==> src/rtl/inst_rom_arbiter_if.sv <==
// Bus bundle between the two ROM requesters (fetch, debug), the shared instruction ROM and the arbiter.
// master = requester/ROM side, slave = arbiter side.
interface inst_rom_arbiter_if #(
    parameter int ADDR_W = 32,
    parameter int DATA_W = 32
);
    logic              f_req;
    logic [ADDR_W-1:0] f_addr;
    logic              f_gnt;
    logic              f_rvalid;
    logic [DATA_W-1:0] f_rdata;
    logic              f_err;

    logic              d_req;
    logic [ADDR_W-1:0] d_addr;
    logic              d_gnt;
    logic              d_rvalid;
    logic [DATA_W-1:0] d_rdata;
    logic              d_err;

    logic              rom_ce;
    logic [ADDR_W-1:0] rom_addr;
    logic [DATA_W-1:0] rom_inst;

    modport master (
        output f_req, f_addr, d_req, d_addr, rom_inst,
        input  f_gnt, f_rvalid, f_rdata, f_err,
        input  d_gnt, d_rvalid, d_rdata, d_err,
        input  rom_ce, rom_addr
    );

    modport slave (
        input  f_req, f_addr, d_req, d_addr, rom_inst,
        output f_gnt, f_rvalid, f_rdata, f_err,
        output d_gnt, d_rvalid, d_rdata, d_err,
        output rom_ce, rom_addr
    );
endinterface

==> src/rtl/inst_rom_arbiter.sv <==
// Shares one combinational instruction ROM between the fetch port (index 0) and the debug port (index 1).
// Define ARB_ROUND_ROBIN_EN for round-robin arbitration; default is fixed priority with a debug starvation escape.
module inst_rom_arbiter #(
    parameter int ADDR_W     = 32,
    parameter int DATA_W     = 32,
    parameter int STARVE_MAX = 4
) (
    input  logic              clk,
    input  logic              rst,
    inst_rom_arbiter_if.slave bus
);
    logic [1:0]        req;
    logic [ADDR_W-1:0] addr [2];
    logic [1:0]        gnt;
    logic              gnt_any;
    logic              gnt_idx;
    logic [ADDR_W-1:0] sel_addr;
    logic              aligned;
    logic              last_gnt_reg;

    logic              resp_valid_reg;
    logic              resp_owner_reg;
    logic              resp_err_reg;
    logic [DATA_W-1:0] rdata_reg [2];
    logic [1:0]        rvalid;
    logic [1:0]        rerr;

    assign req     = {bus.d_req, bus.f_req};
    assign addr[0] = bus.f_addr;
    assign addr[1] = bus.d_addr;

`ifdef ARB_ROUND_ROBIN_EN
    // Tie goes to the port that did not win last; rst low suppresses every grant.
    always_comb begin
        gnt = 2'b00;
        if (rst) begin
            if (req == 2'b11) begin
                gnt = last_gnt_reg ? 2'b01 : 2'b10;
            end else begin
                gnt = req;
            end
        end
    end
`else
    localparam logic [3:0] STARVE_LIM = 4'(STARVE_MAX);

    logic [3:0] starve_cnt_reg;
    logic [3:0] starve_cnt_next;

    // Fetch has priority unless debug has lost STARVE_MAX cycles in a row.
    always_comb begin
        gnt = 2'b00;
        if (rst) begin
            if (req[1] && (!req[0] || starve_cnt_reg == STARVE_LIM)) begin
                gnt = 2'b10;
            end else if (req[0]) begin
                gnt = 2'b01;
            end
        end
    end

    always_comb begin
        starve_cnt_next = 4'd0;
        if (req[1] && !gnt[1]) begin
            starve_cnt_next = (starve_cnt_reg == 4'hF) ? 4'hF : starve_cnt_reg + 4'd1;
        end
    end

    always_ff @(posedge clk or negedge rst) begin
        if (!rst) begin
            starve_cnt_reg <= 4'd0;
        end else begin
            starve_cnt_reg <= starve_cnt_next;
        end
    end
`endif

    assign gnt_any  = |gnt;
    assign gnt_idx  = gnt[1];
    assign sel_addr = addr[gnt_idx];
    assign aligned  = (sel_addr[1:0] == 2'b00);

    assign bus.f_gnt    = gnt[0];
    assign bus.d_gnt    = gnt[1];
    assign bus.rom_ce   = gnt_any && aligned;
    assign bus.rom_addr = gnt_any ? sel_addr : '0;

    always_ff @(posedge clk or negedge rst) begin
        if (!rst) begin
            last_gnt_reg   <= 1'b1;
            resp_valid_reg <= 1'b0;
            resp_owner_reg <= 1'b0;
            resp_err_reg   <= 1'b0;
        end else begin
            resp_valid_reg <= gnt_any;
            if (gnt_any) begin
                last_gnt_reg   <= gnt_idx;
                resp_owner_reg <= gnt_idx;
                resp_err_reg   <= !aligned;
            end
        end
    end

    // Each port keeps its own data register so the non-owner's rdata stays put.
    generate
        for (genvar gi = 0; gi < 2; gi++) begin : g_port
            always_ff @(posedge clk or negedge rst) begin
                if (!rst) begin
                    rdata_reg[gi] <= '0;
                end else if (gnt[gi]) begin
                    rdata_reg[gi] <= aligned ? bus.rom_inst : '0;
                end
            end

            assign rvalid[gi] = resp_valid_reg && (resp_owner_reg == 1'(gi));
            assign rerr[gi]   = rvalid[gi] && resp_err_reg;
        end
    endgenerate

    assign bus.f_rvalid = rvalid[0];
    assign bus.f_err    = rerr[0];
    assign bus.f_rdata  = rdata_reg[0];
    assign bus.d_rvalid = rvalid[1];
    assign bus.d_err    = rerr[1];
    assign bus.d_rdata  = rdata_reg[1];

endmodule

==> src/flat_wrapper.sv <==
// flat-port wrapper written by rule: the top's interface ports become plain ports
module inst_rom_arbiter_flat 
#(
    parameter int ADDR_W     = 32,
    parameter int DATA_W     = 32,
    parameter int STARVE_MAX = 4
)
  (clk, rst, bus_f_req, bus_f_addr, bus_d_req, bus_d_addr, bus_rom_inst, bus_f_gnt, bus_f_rvalid, bus_f_rdata, bus_f_err, bus_d_gnt, bus_d_rvalid, bus_d_rdata, bus_d_err, bus_rom_ce, bus_rom_addr);
  inst_rom_arbiter_if #(.ADDR_W(ADDR_W), .DATA_W(DATA_W)) bus_i ();
  input  logic clk;
  input  logic rst;
  input wire logic [$bits(bus_i.f_req)-1:0] bus_f_req;
  input wire logic [$bits(bus_i.f_addr)-1:0] bus_f_addr;
  input wire logic [$bits(bus_i.d_req)-1:0] bus_d_req;
  input wire logic [$bits(bus_i.d_addr)-1:0] bus_d_addr;
  input wire logic [$bits(bus_i.rom_inst)-1:0] bus_rom_inst;
  output wire logic [$bits(bus_i.f_gnt)-1:0] bus_f_gnt;
  output wire logic [$bits(bus_i.f_rvalid)-1:0] bus_f_rvalid;
  output wire logic [$bits(bus_i.f_rdata)-1:0] bus_f_rdata;
  output wire logic [$bits(bus_i.f_err)-1:0] bus_f_err;
  output wire logic [$bits(bus_i.d_gnt)-1:0] bus_d_gnt;
  output wire logic [$bits(bus_i.d_rvalid)-1:0] bus_d_rvalid;
  output wire logic [$bits(bus_i.d_rdata)-1:0] bus_d_rdata;
  output wire logic [$bits(bus_i.d_err)-1:0] bus_d_err;
  output wire logic [$bits(bus_i.rom_ce)-1:0] bus_rom_ce;
  output wire logic [$bits(bus_i.rom_addr)-1:0] bus_rom_addr;
  assign bus_i.f_req = bus_f_req;
  assign bus_i.f_addr = bus_f_addr;
  assign bus_i.d_req = bus_d_req;
  assign bus_i.d_addr = bus_d_addr;
  assign bus_i.rom_inst = bus_rom_inst;
  assign bus_f_gnt = bus_i.f_gnt;
  assign bus_f_rvalid = bus_i.f_rvalid;
  assign bus_f_rdata = bus_i.f_rdata;
  assign bus_f_err = bus_i.f_err;
  assign bus_d_gnt = bus_i.d_gnt;
  assign bus_d_rvalid = bus_i.d_rvalid;
  assign bus_d_rdata = bus_i.d_rdata;
  assign bus_d_err = bus_i.d_err;
  assign bus_rom_ce = bus_i.rom_ce;
  assign bus_rom_addr = bus_i.rom_addr;
  inst_rom_arbiter #(.ADDR_W(ADDR_W), .DATA_W(DATA_W), .STARVE_MAX(STARVE_MAX)) u_core (.clk(clk), .rst(rst), .bus(bus_i));
endmodule
==> config.mk <==
export PLATFORM = sky130hd
export DESIGN_NAME = inst_rom_arbiter_flat
export DESIGN_NICKNAME = d
export VERILOG_FILES = /design/src/rtl/inst_rom_arbiter_if.sv /design/src/rtl/inst_rom_arbiter.sv /design/src/flat_wrapper.sv
export SDC_FILE = /design/constraint.sdc
export NUM_CORES = 1
export LEC_CHECK = 0
export ABC_AREA = 1
export CAP_MARGIN = 20
export CORE_MARGIN = 10
export CORE_UTILIZATION = 41
export DETAILED_ROUTE_END_ITERATION = 10
export MAX_ROUTING_LAYER = met4
export PLACE_DENSITY = 0.88
export SYNTH_ARGS = -nofsm -noshare
export SYNTH_HDL_FRONTEND = slang
export SYNTH_SLANG_ARGS = --single-unit
==> constraint.sdc <==
create_clock -name clk -period 3.3 [get_ports clk]
set_input_delay 0.66 -clock clk [delete_from_list [all_inputs] [get_ports clk]]
set_output_delay 0.66 -clock clk [all_outputs]
set_load 0.005 [all_outputs]
Word-level counts from Yosys, hierarchy flattened

Cells that the tools add are included.

$add $sub $neg: 1
Magnitude comparators: 1
Equality and inequality tests: 2
Mux-type cells: 10
Bitwise operators: 2
Reduce and logical (&&, ||, !) cells: 13

Operators by type and width:

| kind                  | count |
|---|---|
| $mux W32              | 5 |
| $mux W4               | 2 |
| $logic_and A1 B1 Y1   | 7 |
| $add A4 B1 Y4 const B | 1 |
| $eq A4 B3 Y1 const B  | 1 |
| $eq A4 B4 Y1 const B  | 1 |
| $mux W2               | 2 |
| $logic_not A1 Y1      | 3 |
| $ge A2 B2 Y1 const B  | 1 |
| $logic_not A2 Y1      | 1 |
| $not A1 Y2            | 1 |
| $reduce_or A2 Y1      | 1 |
| $logic_or A1 B1 Y1    | 1 |
| $mux W1               | 1 |
| $not A1 Y1            | 1 |

Bits in registers: 71
Output and inout port bits: 103
Logic and storage cells: 35

Longest topological paths before layout

Word-level depth: 11
Mapped depth: 12
Gate-level depth less buffers: 10

Worst setup path before layout

Ideal clock, no wire load.

Kind: register to output
From: register u_core.starve_cnt_reg[0]
To: output port bus_rom_addr[10]
Arrival time: 1.412 ns
Path slack: 1.228 ns
Cell stages (with the launch flop): 10
Path through: dfrtp_1 inv_1 ha_1 nand3_1 nand2_2 nand2_1 nand3_2 inv_2 buf_2 a22o_1

Cells in the longest elaborated chain, start to end: 10
Elaborated cells between the ends (all ways): 11

Ends and longest elaborated chain:

| what                                        | RTL line               | source |
|---|---|---|
| start, declared                             | inst_rom_arbiter.sv:47 | `logic [3:0] starve_cnt_reg;` |
| start signal, assigned                      | inst_rom_arbiter.sv:73 | `starve_cnt_reg <= starve_cnt_next;` |
| $eq A4 B3 Y1 *                              | inst_rom_arbiter.sv:54 | `if (req[1] && (!req[0] \|\| starve_cnt_reg == STARVE_LIM)) begin` |
| $logic_or A1 B1 Y1 *                        | inst_rom_arbiter.sv:54 |  |
| $logic_and A1 B1 Y1 *                       | inst_rom_arbiter.sv:54 |  |
| $mux W2 *                                   | inst_rom_arbiter.sv:54 |  |
| $mux W2 *                                   | inst_rom_arbiter.sv:53 | `if (rst) begin` |
| $not A1 Y2 (not written as such)            | inst_rom_arbiter.sv:80 | `assign sel_addr = addr[gnt_idx];` |
| $mux W32 (not written as such) (3 in a row) | inst_rom_arbiter.sv:80 |  |
| $mux W32 *                                  | inst_rom_arbiter.sv:86 | `assign bus.rom_addr = gnt_any ? sel_addr : '0;` |
| end, declared                               | flat_wrapper.sv:26     | `output wire logic [$bits(bus_i.rom_addr)-1:0] bus_rom_addr;` |

Every way passes the cells marked *; elsewhere a longest branch is shown, timed or not. The select of a mux whose other input is x is not followed.

Worst setup path after layout

From: input port bus_f_req
To: output port bus_rom_addr[9]

Cells in the longest elaborated chain, start to end: 10
Elaborated cells between the ends (all ways): 12

Ends and longest elaborated chain:

| what                                        | RTL line               | source |
|---|---|---|
| start, declared                             | flat_wrapper.sv:12     | `input wire logic [$bits(bus_i.f_req)-1:0] bus_f_req;` |
| $logic_not A1 Y1                            | inst_rom_arbiter.sv:54 |  |
| $logic_or A1 B1 Y1                          | inst_rom_arbiter.sv:54 |  |
| $logic_and A1 B1 Y1                         | inst_rom_arbiter.sv:54 |  |
| $mux W2 *                                   | inst_rom_arbiter.sv:54 |  |
| $mux W2 *                                   | inst_rom_arbiter.sv:53 |  |
| $not A1 Y2 (not written as such)            | inst_rom_arbiter.sv:80 |  |
| $mux W32 (not written as such) (3 in a row) | inst_rom_arbiter.sv:80 |  |
| $mux W32 *                                  | inst_rom_arbiter.sv:86 |  |

Marked as above.

==> results.cfg <==
[yosys]
synth_top_family_by_area = simple AND/OR/NAND/NOR gates
ys_types = 21
postSynthCellCount = 376
ys_ff_latch = 71
postSynthAreaPerCell_um2 = 8.995
yosys.area_share.adder = 0.007399
yosysWarnings = 0
synth.mux.area_fraction = 0
synth_compound_area_frac = 0.08546
synth_top_cell_by_area = dfrtp_1
ys_seq_area_frac = 0.5253
synth_xor_area_frac = 0.002590
netlist_area_mm2 = 0.003382
synthSimpleGateAreaFrac = 0.3011
syn_nets = 478
yosysTopAreaCellShare = 0.5253
synth.area.top_cells = dfrtp_1, nand2_1, nand4_1

[detailed_routing]
met1_length_um = 5041
route.met3.wl_um = 1141
met2_length_um = 6793
ant_nets = 0
vias_per_cell = 5.437
vias = 3686
drc_errors = 0
drtIter0Drc = 231
wl_per_cell_um = 19.59
routed_wl_um = 13290
maxUsedRoutingLayer = met4
dr.pass1.iters = 7

[setup_path]
r2r_end = u_core.bus.d_rdata[11]
critPathMostFrequentCell = clkdlybuf4s50_1
arrival_ns = 2.55
reg2reg_depth = 10
worst-path-max-fanout = 23
path_cells = clkdlybuf4s50_1 > nand2_2 > nand2_1 > nand3_2 > inv_4 > buf_12 > a22o_1 > clkdlybuf4s50_1
cp-end-kind = output pin
r2r_slack_ns = 1.14
start_kind = input port
reg2reg_from = u_core.starve_cnt_reg[0]
cp_data_required_time_ns = 2.64
worst_path_max_delay_cell = clkdlybuf4s50_1
worstSetupPathType = in -> out
slowest_delay_ns = 0.53

[clock_network]
cts_tree = built
clock-sinks = 71
path_clk_slew_ns = 0.08
clk_path_buf_depth = 2
cts_setup_buffers = 0
htreeDepth = 3
cts.repair.resized = 0
worstSkewPairLatency_ns = 0.34
root_buffer = clkbuf_8
cts_buffers = 9
holdBufCountCts = 0

[global_routing]
grt_pass1_vias = 3882
grt_max_degree = 65
grtUsageTotal = 0.2135
grt_pass1_wl_um = 20960
antenna_found_initial = 0
overflow = 0

[floorplanning]
die_h_um = 110.8
num_rows = 33
die_x_um = 110.8
ioPinCount = 203
core_area_mm2 = 0.008134
start_util = 0.4158
die-area_mm2 = 0.01228

[hold_path]
hold_class = in -> async

[final_layout]
layout-drive-gt1-share = 0.06283
antennaDiodeCount = 0
layout.nets = 670
area_growth_pct = 67.81
final_area_mm2 = 0.005675

[timing]
finClkSkew_ns = 0.009784
worst_slew_pin_slew_ns = 0.7936
fmax_mhz = 311.6
rsz0062_at_grt = no
drv_slew = 0
min_period_over_period = 0.9725
period_minus_slack_ns = 3.209
final.setup.worst_slack_ns = 0.09078
slew_headroom = 0.4709
setup_violations = 0
fin_setup_tns_ns = 0
finalHoldViolCount = 0

[power]
total_power_w = 0.002414
ir_worst_vdd_mv = 0.2534
power-per-cell-area_mw_per_mm2 = 425.4
p_leak_nw = 2.678

[run_status]
status = completed

[placed_design]
dp_slack_ns = 0.06619
place_hpwl_um = 10230
portBuffers = 202
gp_congestion = 0.7987
postPlaceCellArea_mm2 = 0.005436

[run]
drv_cap = 0
## cells in the mapped netlist (all sizes together)
cell type and count:
ha 2, o21ai 1, buf 27, nor2 5
nand2 142, nand3 5, a21oi 3, nand4 67
a22o 30, dfrtp 71, nor3 1, clkbuf 6
inv 14, xnor2 1, a31oi 1
## through the flow
stage               instances  hold WS [ns]  utilization
global route              678        0.1327       0.6977
finish                    678        0.1509       0.6977
global placement          662        0.4619       0.6684
CTS                       678        0.1349       0.6974
floorplan                 376        0.3644            -
detailed placement        662        0.4650       0.6684
## kinds of logic after synthesis
kind of cell	Yosys count
simple gates	220
flops	71
buf+inv	47
compound gates	35
fa+ha+maj	2
xor+xnor	1
## power by group
part	internal (W)	switching, W	leakage [nW]
Clock	0.000501	0.000319	0.120
Sequential	0.000951	0.0000497	0.958
Combinational	0.000345	0.000248	1.60
Total	0.00180	0.000617	2.68
## cells in the final DEF (no fill, tap or decap)
cell type and count:
clkdlybuf4s50_1 201, inv_4 1, inv_1 12, a22o_1 30, nand2_1 138, ha_1 2
nand4_1 67, buf_4 10, nor3_1 1, dfrtp_1 71, a21oi_1 3, nand2_2 4
nand3_1 3, nor2_1 5, clkinv_2 2, bufinv_16 3, xnor2_1 1, clkbuf_1 1
buf_2 1, nand3_2 2, a31oi_1 1, inv_2 1, clkbuf_8 9, buf_12 2
o21ai_0 1, clkinv_4 1
## critical path: cells and delay by family
family / cells / cell delay (ns)
AO/OA/AOI/OAI: 1 / 0.14
buffers and inverters: 4 / 1.38
AND/OR/NAND/NOR: 3 / 0.35
## cell type report
class                   count  area [um2]
inverters                  14       55.05
clock inverters             6       108.9
fillers                   620        2459
repair buffers            214        2132
well taps                 105       131.4
multi-input cells         258        1344
clock buffers              10       127.6
flip-flops and latches     71        1777
## worst max path at each step
stage | start | endpoint | slack [ns]
finish | bus_f_req | bus_rom_addr[9] | 0.09
detailed placement | bus_f_req | bus_rom_addr[9] | 0.07
global route | bus_f_req | bus_rom_addr[12] | 0.008
floorplan | u_core.starve_cnt_reg[0] | bus_rom_addr[10] | 1.23
CTS | bus_f_req | bus_rom_addr[23] | 0.05
global placement | bus_f_req | bus_rom_addr[11] | 0.16
## routing by layer
layer	vias to the layer above	track usage
li1	1687	-
met1	1758	0.2330
met2	215	0.3640
met3	26	0.05952
met4	0	0.07639
met5	-	-
(Power assumes the default switching activity.)
